`src/rtl/sram_arbiter_pkg.sv`:
```
// Shared constants, types and sizing helpers for the two-master SRAM arbiter.
package sram_arbiter_pkg;

    localparam int unsigned DEFAULT_DEPTH = 4;
    localparam logic        OWNER_INST    = 1'b0;
    localparam logic        OWNER_DATA    = 1'b1;
    localparam logic [1:0]  STARVE_MAX    = 2'd2;

    typedef enum logic [1:0] {
        GntNone,
        GntInst,
        GntData
    } gnt_e;

    function automatic int unsigned cnt_width(input int unsigned depth);
        return $clog2(depth + 1);
    endfunction

    function automatic int unsigned ptr_width(input int unsigned depth);
        return (depth > 1) ? $clog2(depth) : 1;
    endfunction

endpackage

```
`src/rtl/arb_owner_fifo.sv`:
```
// Owner-bit FIFO: remembers which master owns each accepted, unanswered transaction.
module arb_owner_fifo
    import sram_arbiter_pkg::*;
#(
    parameter int unsigned  DEPTH = DEFAULT_DEPTH,
    localparam int unsigned CW    = cnt_width(DEPTH),
    localparam int unsigned PW    = ptr_width(DEPTH)
) (
    input  logic          clk,
    input  logic          reset,
    input  logic          i_push,
    input  logic          i_pop,
    input  logic          i_owner,
    output logic          o_full,
    output logic          o_empty,
    output logic          o_head,
    output logic [CW-1:0] o_count
);

    localparam logic [CW-1:0] DEPTH_C = CW'(DEPTH);
    localparam logic [PW-1:0] LAST_C  = PW'(DEPTH - 1);

    logic [DEPTH-1:0] r_slots;
    logic [PW-1:0]    r_wptr;
    logic [PW-1:0]    r_rptr;
    logic [CW-1:0]    r_count;

    always_ff @(posedge clk or posedge reset) begin
        if (reset) begin
            r_slots <= '0;
            r_wptr  <= '0;
            r_rptr  <= '0;
            r_count <= '0;
        end else begin
            if (i_push) begin
                r_slots[r_wptr] <= i_owner;
                r_wptr          <= (r_wptr == LAST_C) ? '0 : r_wptr + PW'(1);
            end
            if (i_pop) begin
                r_rptr <= (r_rptr == LAST_C) ? '0 : r_rptr + PW'(1);
            end
            if (i_push && !i_pop) begin
                r_count <= r_count + CW'(1);
            end else if (!i_push && i_pop) begin
                r_count <= r_count - CW'(1);
            end
        end
    end

    assign o_full  = (r_count == DEPTH_C);
    assign o_empty = (r_count == '0);
    assign o_head  = r_slots[r_rptr];
    assign o_count = r_count;

endmodule

```
`src/rtl/sram_arbiter.sv`:
```
// Arbitrates instruction and data sram-like masters onto one slave port and routes
// in-order responses back to whichever master issued each transaction.
module sram_arbiter
    import sram_arbiter_pkg::*;
#(
    parameter int unsigned DEPTH = DEFAULT_DEPTH
) (
    input  logic        clk,
    input  logic        reset,
    input  logic        inst_req,
    input  logic        inst_wr,
    input  logic [1:0]  inst_size,
    input  logic [3:0]  inst_wstrb,
    input  logic [31:0] inst_addr,
    input  logic [31:0] inst_wdata,
    output logic        inst_addr_ok,
    output logic        inst_data_ok,
    output logic [31:0] inst_rdata,
    input  logic        data_req,
    input  logic        data_wr,
    input  logic [1:0]  data_size,
    input  logic [3:0]  data_wstrb,
    input  logic [31:0] data_addr,
    input  logic [31:0] data_wdata,
    output logic        data_addr_ok,
    output logic        data_data_ok,
    output logic [31:0] data_rdata,
    output logic        mem_req,
    output logic        mem_wr,
    output logic [1:0]  mem_size,
    output logic [3:0]  mem_wstrb,
    output logic [31:0] mem_addr,
    output logic [31:0] mem_wdata,
    input  logic        mem_addr_ok,
    input  logic        mem_data_ok,
    input  logic [31:0] mem_rdata,
    output logic        err_unexp
);

    localparam int unsigned   CW      = cnt_width(DEPTH);
    localparam logic [CW-1:0] DEPTH_C = CW'(DEPTH);

    gnt_e          w_gnt;
    logic          w_accept;
    logic          w_push;
    logic          w_pop;
    logic          w_full;
    logic          w_empty;
    logic          w_head;
    logic [CW-1:0] w_count;
    logic [1:0]    r_starve;
    logic          r_err;

    // Data wins unless inst has already lost STARVE_MAX times in a row.
    always_comb begin
        w_gnt = GntNone;
        if (inst_req && (!data_req || r_starve == STARVE_MAX)) begin
            w_gnt = GntInst;
        end else if (data_req) begin
            w_gnt = GntData;
        end
    end

    assign mem_req   = (inst_req | data_req) & (w_count < DEPTH_C) & ~reset;
    assign mem_wr    = (w_gnt == GntData) ? data_wr    : inst_wr;
    assign mem_size  = (w_gnt == GntData) ? data_size  : inst_size;
    assign mem_wstrb = (w_gnt == GntData) ? data_wstrb : inst_wstrb;
    assign mem_addr  = (w_gnt == GntData) ? data_addr  : inst_addr;
    assign mem_wdata = (w_gnt == GntData) ? data_wdata : inst_wdata;

    assign w_accept     = mem_req & mem_addr_ok;
    assign inst_addr_ok = w_accept & (w_gnt == GntInst);
    assign data_addr_ok = w_accept & (w_gnt == GntData);

    assign w_push = w_accept & ~w_full;
    assign w_pop  = mem_data_ok & ~w_empty & ~reset;

    assign inst_data_ok = w_pop & (w_head == OWNER_INST);
    assign data_data_ok = w_pop & (w_head == OWNER_DATA);
    assign inst_rdata   = mem_rdata;
    assign data_rdata   = mem_rdata;

    arb_owner_fifo #(
        .DEPTH(DEPTH)
    ) u_fifo (
        .clk    (clk),
        .reset  (reset),
        .i_push (w_push),
        .i_pop  (w_pop),
        .i_owner((w_gnt == GntData) ? OWNER_DATA : OWNER_INST),
        .o_full (w_full),
        .o_empty(w_empty),
        .o_head (w_head),
        .o_count(w_count)
    );

    always_ff @(posedge clk or posedge reset) begin
        if (reset) begin
            r_starve <= '0;
            r_err    <= 1'b0;
        end else begin
            if (!inst_req || (w_accept && w_gnt == GntInst)) begin
                r_starve <= '0;
            end else if (w_accept && w_gnt == GntData && r_starve != STARVE_MAX) begin
                r_starve <= r_starve + 2'd1;
            end
            if (mem_data_ok && w_empty) begin
                r_err <= 1'b1;
            end
        end
    end

    assign err_unexp = r_err;

endmodule

```
`config.mk`:
```
export PLATFORM = sky130hd
export DESIGN_NAME = sram_arbiter
export DESIGN_NICKNAME = d
export VERILOG_FILES = /design/src/rtl/sram_arbiter_pkg.sv /design/src/rtl/arb_owner_fifo.sv /design/src/rtl/sram_arbiter.sv
export SDC_FILE = /design/constraint.sdc
export NUM_CORES = 1
export LEC_CHECK = 0
export BUFFER_PORTS_ARGS = -buffer_cell sky130_fd_sc_hd__buf_2
export CAP_MARGIN = 10
export CORE_AREA = 4 4 123 125
export DETAILED_ROUTE_END_ITERATION = 8
export DIE_AREA = 0 0 127 129
export GPL_TIMING_DRIVEN = 0
export PLACE_DENSITY_LB_ADDON = 0.12
export SLEW_MARGIN = 20
export SYNTH_ARGS = -nofsm -noshare
export SYNTH_HDL_FRONTEND = slang
export SYNTH_SLANG_ARGS = --single-unit
```
`constraint.sdc`:
```
create_clock -name clk -period 2.7 [get_ports clk]
set_input_delay 0.27 -clock clk [delete_from_list [all_inputs] [get_ports clk]]
set_output_delay 0.27 -clock clk [all_outputs]
set_load 0.02 [all_outputs]
```
==> metrics.txt, run 1 <==
reg-to-reg startpoint u_fifo.o_count[0]; Setup CP Type flop to flop; fmax 428 MHz; Pins Over Slew Limit 0; nets 692; VDD IR-drop max 0.000331 V; hpwl dp 8920 um; antenna-violating nets left 0; Synthesis Warnings 0; commonest non-fill, non-tap cell in the layout buf_2; die area 16400 sq um; Post-CTS Resized 0; Ports 321; Post-Syn Area 2160 sq um; Seq/Total Area, Yosys 0.162; top_reg_cell synth dfrtp_1; # fillers roughly 1500; final WL between 9000 and 10000 um; worst-margin pin slew 0.626 ns; Clock Path Buffers 2; largest net degree at the start of global routing 15; Area Growth Syn to Fin 81.4%; critical path launch point type flop; input/output buffers 288; Post-CTS Setup Inserts 0; GR Overflow Total 0; syn avg cell area 10.2 sq um; Num CTS Buffers 3; placed cell areas approximately 3800 sq um; Detailed Route Iter0 Violations 26; status finished, final reports clean; number of flops mapped to enable cells by yosys 0; vias in the first global route 2491; Seq cells post-synth 14; CTS H-Tree Depth 1; core area approximately 14000 sq um; Cell Rows 43; Max Cap Viol 0; CP required 2.82 ns; Gate Count Post-Synth 211; layout cell share with drive strength beyond 1 0.897; hold buffer count at cts 0; Critical path origin u_fifo.o_count[0]; Overall Global Routing Usage 0.104; Vias/cell about 3.7; Post-Synthesis Net Count 399; worst-skew pair later-pin latency between 0.2 and 0.25 ns; Die H 129 um; crit share post-route 0.865; initial antenna violation count 3; RSZ-0062 raised after global routing no; Die Wd 127 um; via count 2537; CP Capture Type flop; synth unique cells 26; area of the multi-input gates roughly 1200 sq um; CTS tree built; crit-path max FO 4; Final Hold Vio Count 0; setup TNS 0 ns; Hold/Removal Path Class primary input to asynchronous set/reset pin; WP data arrival 2.46 ns; slew margin rel. 0.582; FF+latch area 350 sq um; first-pass GRT wire length around 13000 um; Setup Skew 0.00206 ns; Pleak 2.19 nW; most frequent cells in the layout 292 x buf_2, 78 x mux2_2, 68 x buf_4; final instance area ~3900 sq um; CTS clk-pin slew, worst paths 0.05 ns; clock root buffer clkbuf_16; Detailed Routing Iterations Pass 1 4; GP Congestion 0.827; DRC violation count after routing 0; WL/cell roughly 14 um; Num Clock Sinks 14; initial core utilization 0.156; PwrDens about 420 nW/um^2; Synth async-reset ratio 1.00; Setup Viol. Count Final 0; Period minus WS final 2.34 ns
[synth_stat cells (2+ instances only)]
cell,count,area (sq um)
inv_1,6,22.5
dfrtp_1,14,350
nor2_1,5,18.8
and2_1,3,18.8
nand2_1,2,7.51
xor2_1,2,17.5
and4_1,4,35.0
buf_2,4,20.0
or3b_2,2,17.5
buf_4,68,510
mux2_2,78,878
mux2_4,2,30.0
ha_1,7,87.6
mux2i_1,2,20.0
[where the power goes]
group	leakage (nW)	internal (mW)	switching [mW]
logic	1.98	0.489	0.461
registers	0.170	0.303	0.0783
clock network	0.0442	0.225	0.0865
[routing by layer]
layer  wire (um)  GRT usage
met5          34          0
met4          97     0.0151
met3        1030     0.0336
met2        5310      0.206
met1        3200      0.108
[path summary, 6_finish.rpt]
path	to	slack [ns]	cells after the start
setup / recovery	u_fifo.o_count[1]	0.36	7
hold / removal	err_unexp	0.10	2
setup reg to reg	u_fifo.o_count[1]	0.36	7
hold reg to reg	err_unexp	0.47	1
max in group asynchronous	u_fifo.r_wptr[0]	2.23	2
min in group clk	err_unexp	0.24	2
[cells by family after synthesis]
logic type	count (synthesis)	share of synthesized area
AOI/OAI and AO/OA	2	0.00869
and+or+nand+nor	22	0.0660
DFF	14	0.162
xor gates and xnor gates	3	0.0122
buffers and inverters	79	0.261
muxes	83	0.440
adders and majority gates	8	0.0498
[worst max-delay path, stage by stage, from the launching register on]
cell     delay [ns]
dfrtp_1        0.41
nor3_1         0.09
nor3b_1        0.53
inv_1          0.16
ha_1           0.27
inv_1          0.08
fa_1           0.41
mux2_2         0.27
[stage by stage]
step	worst slack, ns	hold slack, ns	power (mW)	util	instances
after global placement	0.438	0.392	1.35	0.276	679
after CTS	0.292	0.125	1.67	0.282	683
after floorplan	0.744	0.159	1.01	-	211
final	0.364	0.101	1.64	0.282	684
after detailed placement	0.382	0.381	1.35	0.276	679
after global routing	0.184	0.171	1.78	0.282	684
[state kept, by name, summed over array words and instances (netlist names)]
name	cells
u_fifo.r_wptr	2
r_starve	2
u_fifo.r_rptr	2
u_fifo.o_count	3
u_fifo.r_slots	4
err_unexp	1
[cell type report]
| cell class | instances | area share |
|---|---|---|
| Clock buffer | 4 | 0.0227 |
| Tap cell | 180 | 0.0575 |
| Inverter | 6 | 0.00575 |
| Antenna cell | 1 | 0.000639 |
| Multi-Input combinational cell | 118 | 0.318 |
| Sequential cell | 14 | 0.0894 |
| Buffer | 73 | 0.138 |
| Timing Repair Buffer | 288 | 0.368 |
Power figures use the tool's default switching activity.
==> run 2, diff against run 1 <==
--- a/config.mk
+++ b/config.mk
@@ -5,11 +5,12 @@
 export SDC_FILE = /design/constraint.sdc
 export NUM_CORES = 1
 export LEC_CHECK = 0
+export ABC_AREA = 1
 export BUFFER_PORTS_ARGS = -buffer_cell sky130_fd_sc_hd__buf_2
 export CAP_MARGIN = 10
-export CORE_AREA = 4 4 123 125
+export CORE_AREA = 4 4 121 123
 export DETAILED_ROUTE_END_ITERATION = 8
-export DIE_AREA = 0 0 127 129
+export DIE_AREA = 0 0 125 127
 export GPL_TIMING_DRIVEN = 0
 export PLACE_DENSITY_LB_ADDON = 0.12
 export SLEW_MARGIN = 20
==> run 2 against run 1 <==
Worst setup slack better by 0.17 ns. Register-to-register slack better by 0.23 ns. Utilization up 0.73 points. Sequential share of layout area down 0.088 points. Count of clock-buffer cells in the layout down 1. Synthesized cell count up 83%. Area after synthesis up 2.5%. Non-clock buffer count up 6. Final area up 0.99%. Critical endpoint is now mem_wdata[18]. Clock power down 10%.
==> metrics.txt, run 2 <==
Post-Syn Area 2220 sq um (was 2160 sq um); synth top area cells nand2_1 39%, buf_4 22%, dfrtp_1 16% (was mux2_2 41%, buf_4 24%, dfrtp_1 16%); layout cell share with drive strength beyond 1 0.560 (was 0.897); CTS H-Tree Depth 1 (unchanged); critical path launch point type flop (unchanged); Clock Path Buffers 2 (unchanged); PwrDens 407 nW/um^2 (was 419 nW/um^2); Cell Rows 43 (unchanged); syn avg cell area 5.73 sq um (was 10.2 sq um); xor-xnor portion of the synthesized cell area 0.00791 (was 0.0122); max reg flops 4 (unchanged); Synth top area share 0.386 (was 0.406); WL/cell 14.4 um (was 14.1 um); input/output buffers 288 (unchanged); worst-skew pair later-pin latency 0.24 ns (about the same); final hold slack 0.0988 ns (was 0.101 ns); family with the most delay on the worst path buffers and inverters (was adder cells); critical path's most frequent cell nand2_1 (was inv_1); CP peak stage delay 0.35 ns (was 0.53 ns); # fillers 1600 (was 1524); Largest Register u_fifo.r_slots (unchanged); Adder-Cell Fraction of Synth Area 0.0486 (was 0.0498); Compound-Gate Fraction of Synth Area 0.0418 (was 0.00869); final WL 12400 um (was 9670 um); vias in the first global route 3170 (was 2491); GP Congestion 0.958 (was 0.827); Num Clock Sinks 14 (unchanged); largest net degree at the start of global routing 16 (was 15); fmax 463 MHz (was 428 MHz); GR Overflow Total 0 (unchanged); worst-margin pin slew 0.595 ns (was 0.626 ns); top_reg_cell synth dfrtp_1 (unchanged); Hold/Removal Path Class primary input to asynchronous set/reset pin (unchanged); die area 15900 sq um (was 16400 sq um); VDD IR-drop max 0.000370 V (was 0.000331 V); number of flops mapped to enable cells by yosys 0 (unchanged); RSZ-0062 raised after global routing no (unchanged); Pleak 2.63 nW (was 2.19 nW); synth unique cells 24 (was 26); Tot Pwr 1.61 mW (was 1.64 mW); antenna-violating nets left 0 (unchanged); WP data arrival 1.89 ns (was 2.46 ns); Pins Over Slew Limit 0 (unchanged); initial core utilization 0.162 (was 0.156); CP max stage cell dfrtp_1 (was nor3b_1); worst path cell trace inv_1 -> ha_1 -> a21oi_2 -> buf_4 -> buf_6 -> nand2_1 -> nand2_1 -> buf_2 (was nor3_1 -> nor3b_1 -> inv_1 -> ha_1 -> inv_1 -> fa_1 -> mux2_2); Buf/Inv on CP 4 (was 2); Setup CP Type flop to primary output (was flop to flop); most frequent cell after synthesis nand2_1 (was mux2_2); Post-CTS Setup Inserts 0 (unchanged); Seq cells post-synth 14 (unchanged); hold buffer count at cts 0 (unchanged); Post-Synthesis Net Count 575 (was 399); CP Capture Type primary output (was flop); first-pass GRT wire length 18000 um (was 13500 um); slew margin rel. 0.603 (was 0.582); CTS tree built (unchanged); Final Hold Vio Count 0 (unchanged); Synth Area in Simple Gates 0.438 (was 0.0660); Synthesis Warnings 0 (unchanged); Vias/cell 3.74 (was 3.71); commonest non-fill, non-tap cell in the layout buf_2 (unchanged); Synth async-reset ratio 1.00 (unchanged); Num CTS Buffers 3 (unchanged); most frequent cells in the layout 296 x buf_2, 228 x nand2_1, 65 x buf_4 (was 292 x buf_2, 78 x mux2_2, 68 x buf_4); initial antenna violation count 1 (was 3); Setup Viol. Count Final 0 (unchanged); via count 3208 (was 2537); core area 13700 sq um (was 13900 sq um); setup TNS 0 ns (unchanged); clock root buffer clkbuf_16 (unchanged); nets 868 (was 692); Area Growth Syn to Fin 78.6% (was 81.4%); Detailed Routing Iterations Pass 1 4 (unchanged); hpwl dp 11000 um (was 8920 um); ant diodes 0 (was 1); Die H 127 um (was 129 um); reg-to-reg slack, setup 0.59 ns (was 0.36 ns); Setup Skew 0.00262 ns (was 0.00206 ns); Gate Count Post-Synth 387 (was 211); status finished, final reports clean (unchanged); largest family of logic cells by synthesized area simple AND/OR/NAND/NOR gates (was multiplexers); DRC violation count after routing 0 (unchanged); Max Cap Viol 0 (unchanged); crit share post-route 0.800 (was 0.865); Post-synth top cells 228 x nand2_1, 65 x buf_4, 17 x inv_1 (was 78 x mux2_2, 68 x buf_4, 14 x dfrtp_1); Post-CTS Resized 0 (unchanged); Die Wd 125 um (was 127 um); post-synthesis mux area share 0.00508 (was 0.440); Synth area leader nand2_1 (was mux2_2); crit-path max FO 10 (was 4); CTS clk-pin slew, worst paths 0.05 ns (about the same); Detailed Route Iter0 Violations 84 (was 26); Overall Global Routing Usage 0.141 (was 0.104); CP required 2.43 ns (was 2.82 ns); Period minus WS final 2.16 ns (was 2.34 ns); Seq/Total Area, Yosys 0.158 (was 0.162); Ports 321 (unchanged)
run 2: logic make-up after synthesis:
family	after synthesis
adders and majority gates	8
muxes	1
buffers and inverters	98
DFF	14
xor gates and xnor gates	2
and+or+nand+nor	247
AOI/OAI and AO/OA	17
run 2: path summary, 6_finish.rpt:
check / startpoint / end / depth (start not counted)
min in group clk: mem_data_ok / err_unexp / 2
worst max register to register: u_fifo.o_count[2] / u_fifo.o_count[2] / 9
worst min-delay path: reset / u_fifo.r_wptr[0] / 2
worst max-delay path: r_starve[0] / mem_wdata[18] / 8
worst min register to register: err_unexp / err_unexp / 1
max in group asynchronous: reset / u_fifo.r_rptr[1] / 2
run 2: per-stage QoR:
step           utilization  instances  setup WS (ns)  area [sq um]
2_1_floorplan            -        387          0.745          2220
3_3_place_gp         0.284        855          0.250          3880
3_5_place_dp         0.284        855          0.238          3880
4_1_cts              0.290        858          0.476          3960
5_1_grt              0.290        858          0.362          3960
6_report             0.290        858          0.539          3960
run 2: layout make-up:
cell class,instances,area [sq um],share of cell area
clock buffer,3,75.1,0.0190
buffer,79,596,0.150
inverter,19,71.3,0.0180
tap,180,225,0.0569
timing repair buffer,288,1440,0.364
multi-input combinational,275,1200,0.303
sequential,14,350,0.0885
run 2: report_power, final:
part | switching [mW] | internal (mW)
registers | 0.0686 | 0.300
clock network | 0.0862 | 0.194
logic | 0.556 | 0.407
run 2: worst register-to-register path, stage by stage (launching register included):
cell and delay (ns):
dfrtp_1 0.37, nor2_1 0.20, nand2_2 0.13, nor2_8 0.18, ha_1 0.18, inv_1 0.07, fa_1 0.38, or2_2 0.30
nand2_1 0.09, xor2_1 0.14
run 2: per-layer routing:
metal	vias up	GRT usage	routed length (um)
li1	1682	-	-
met5	-	0	7
met1	1362	0.153	4520
met3	14	0.0569	1330
met4	2	0.0268	191
met2	148	0.260	6340
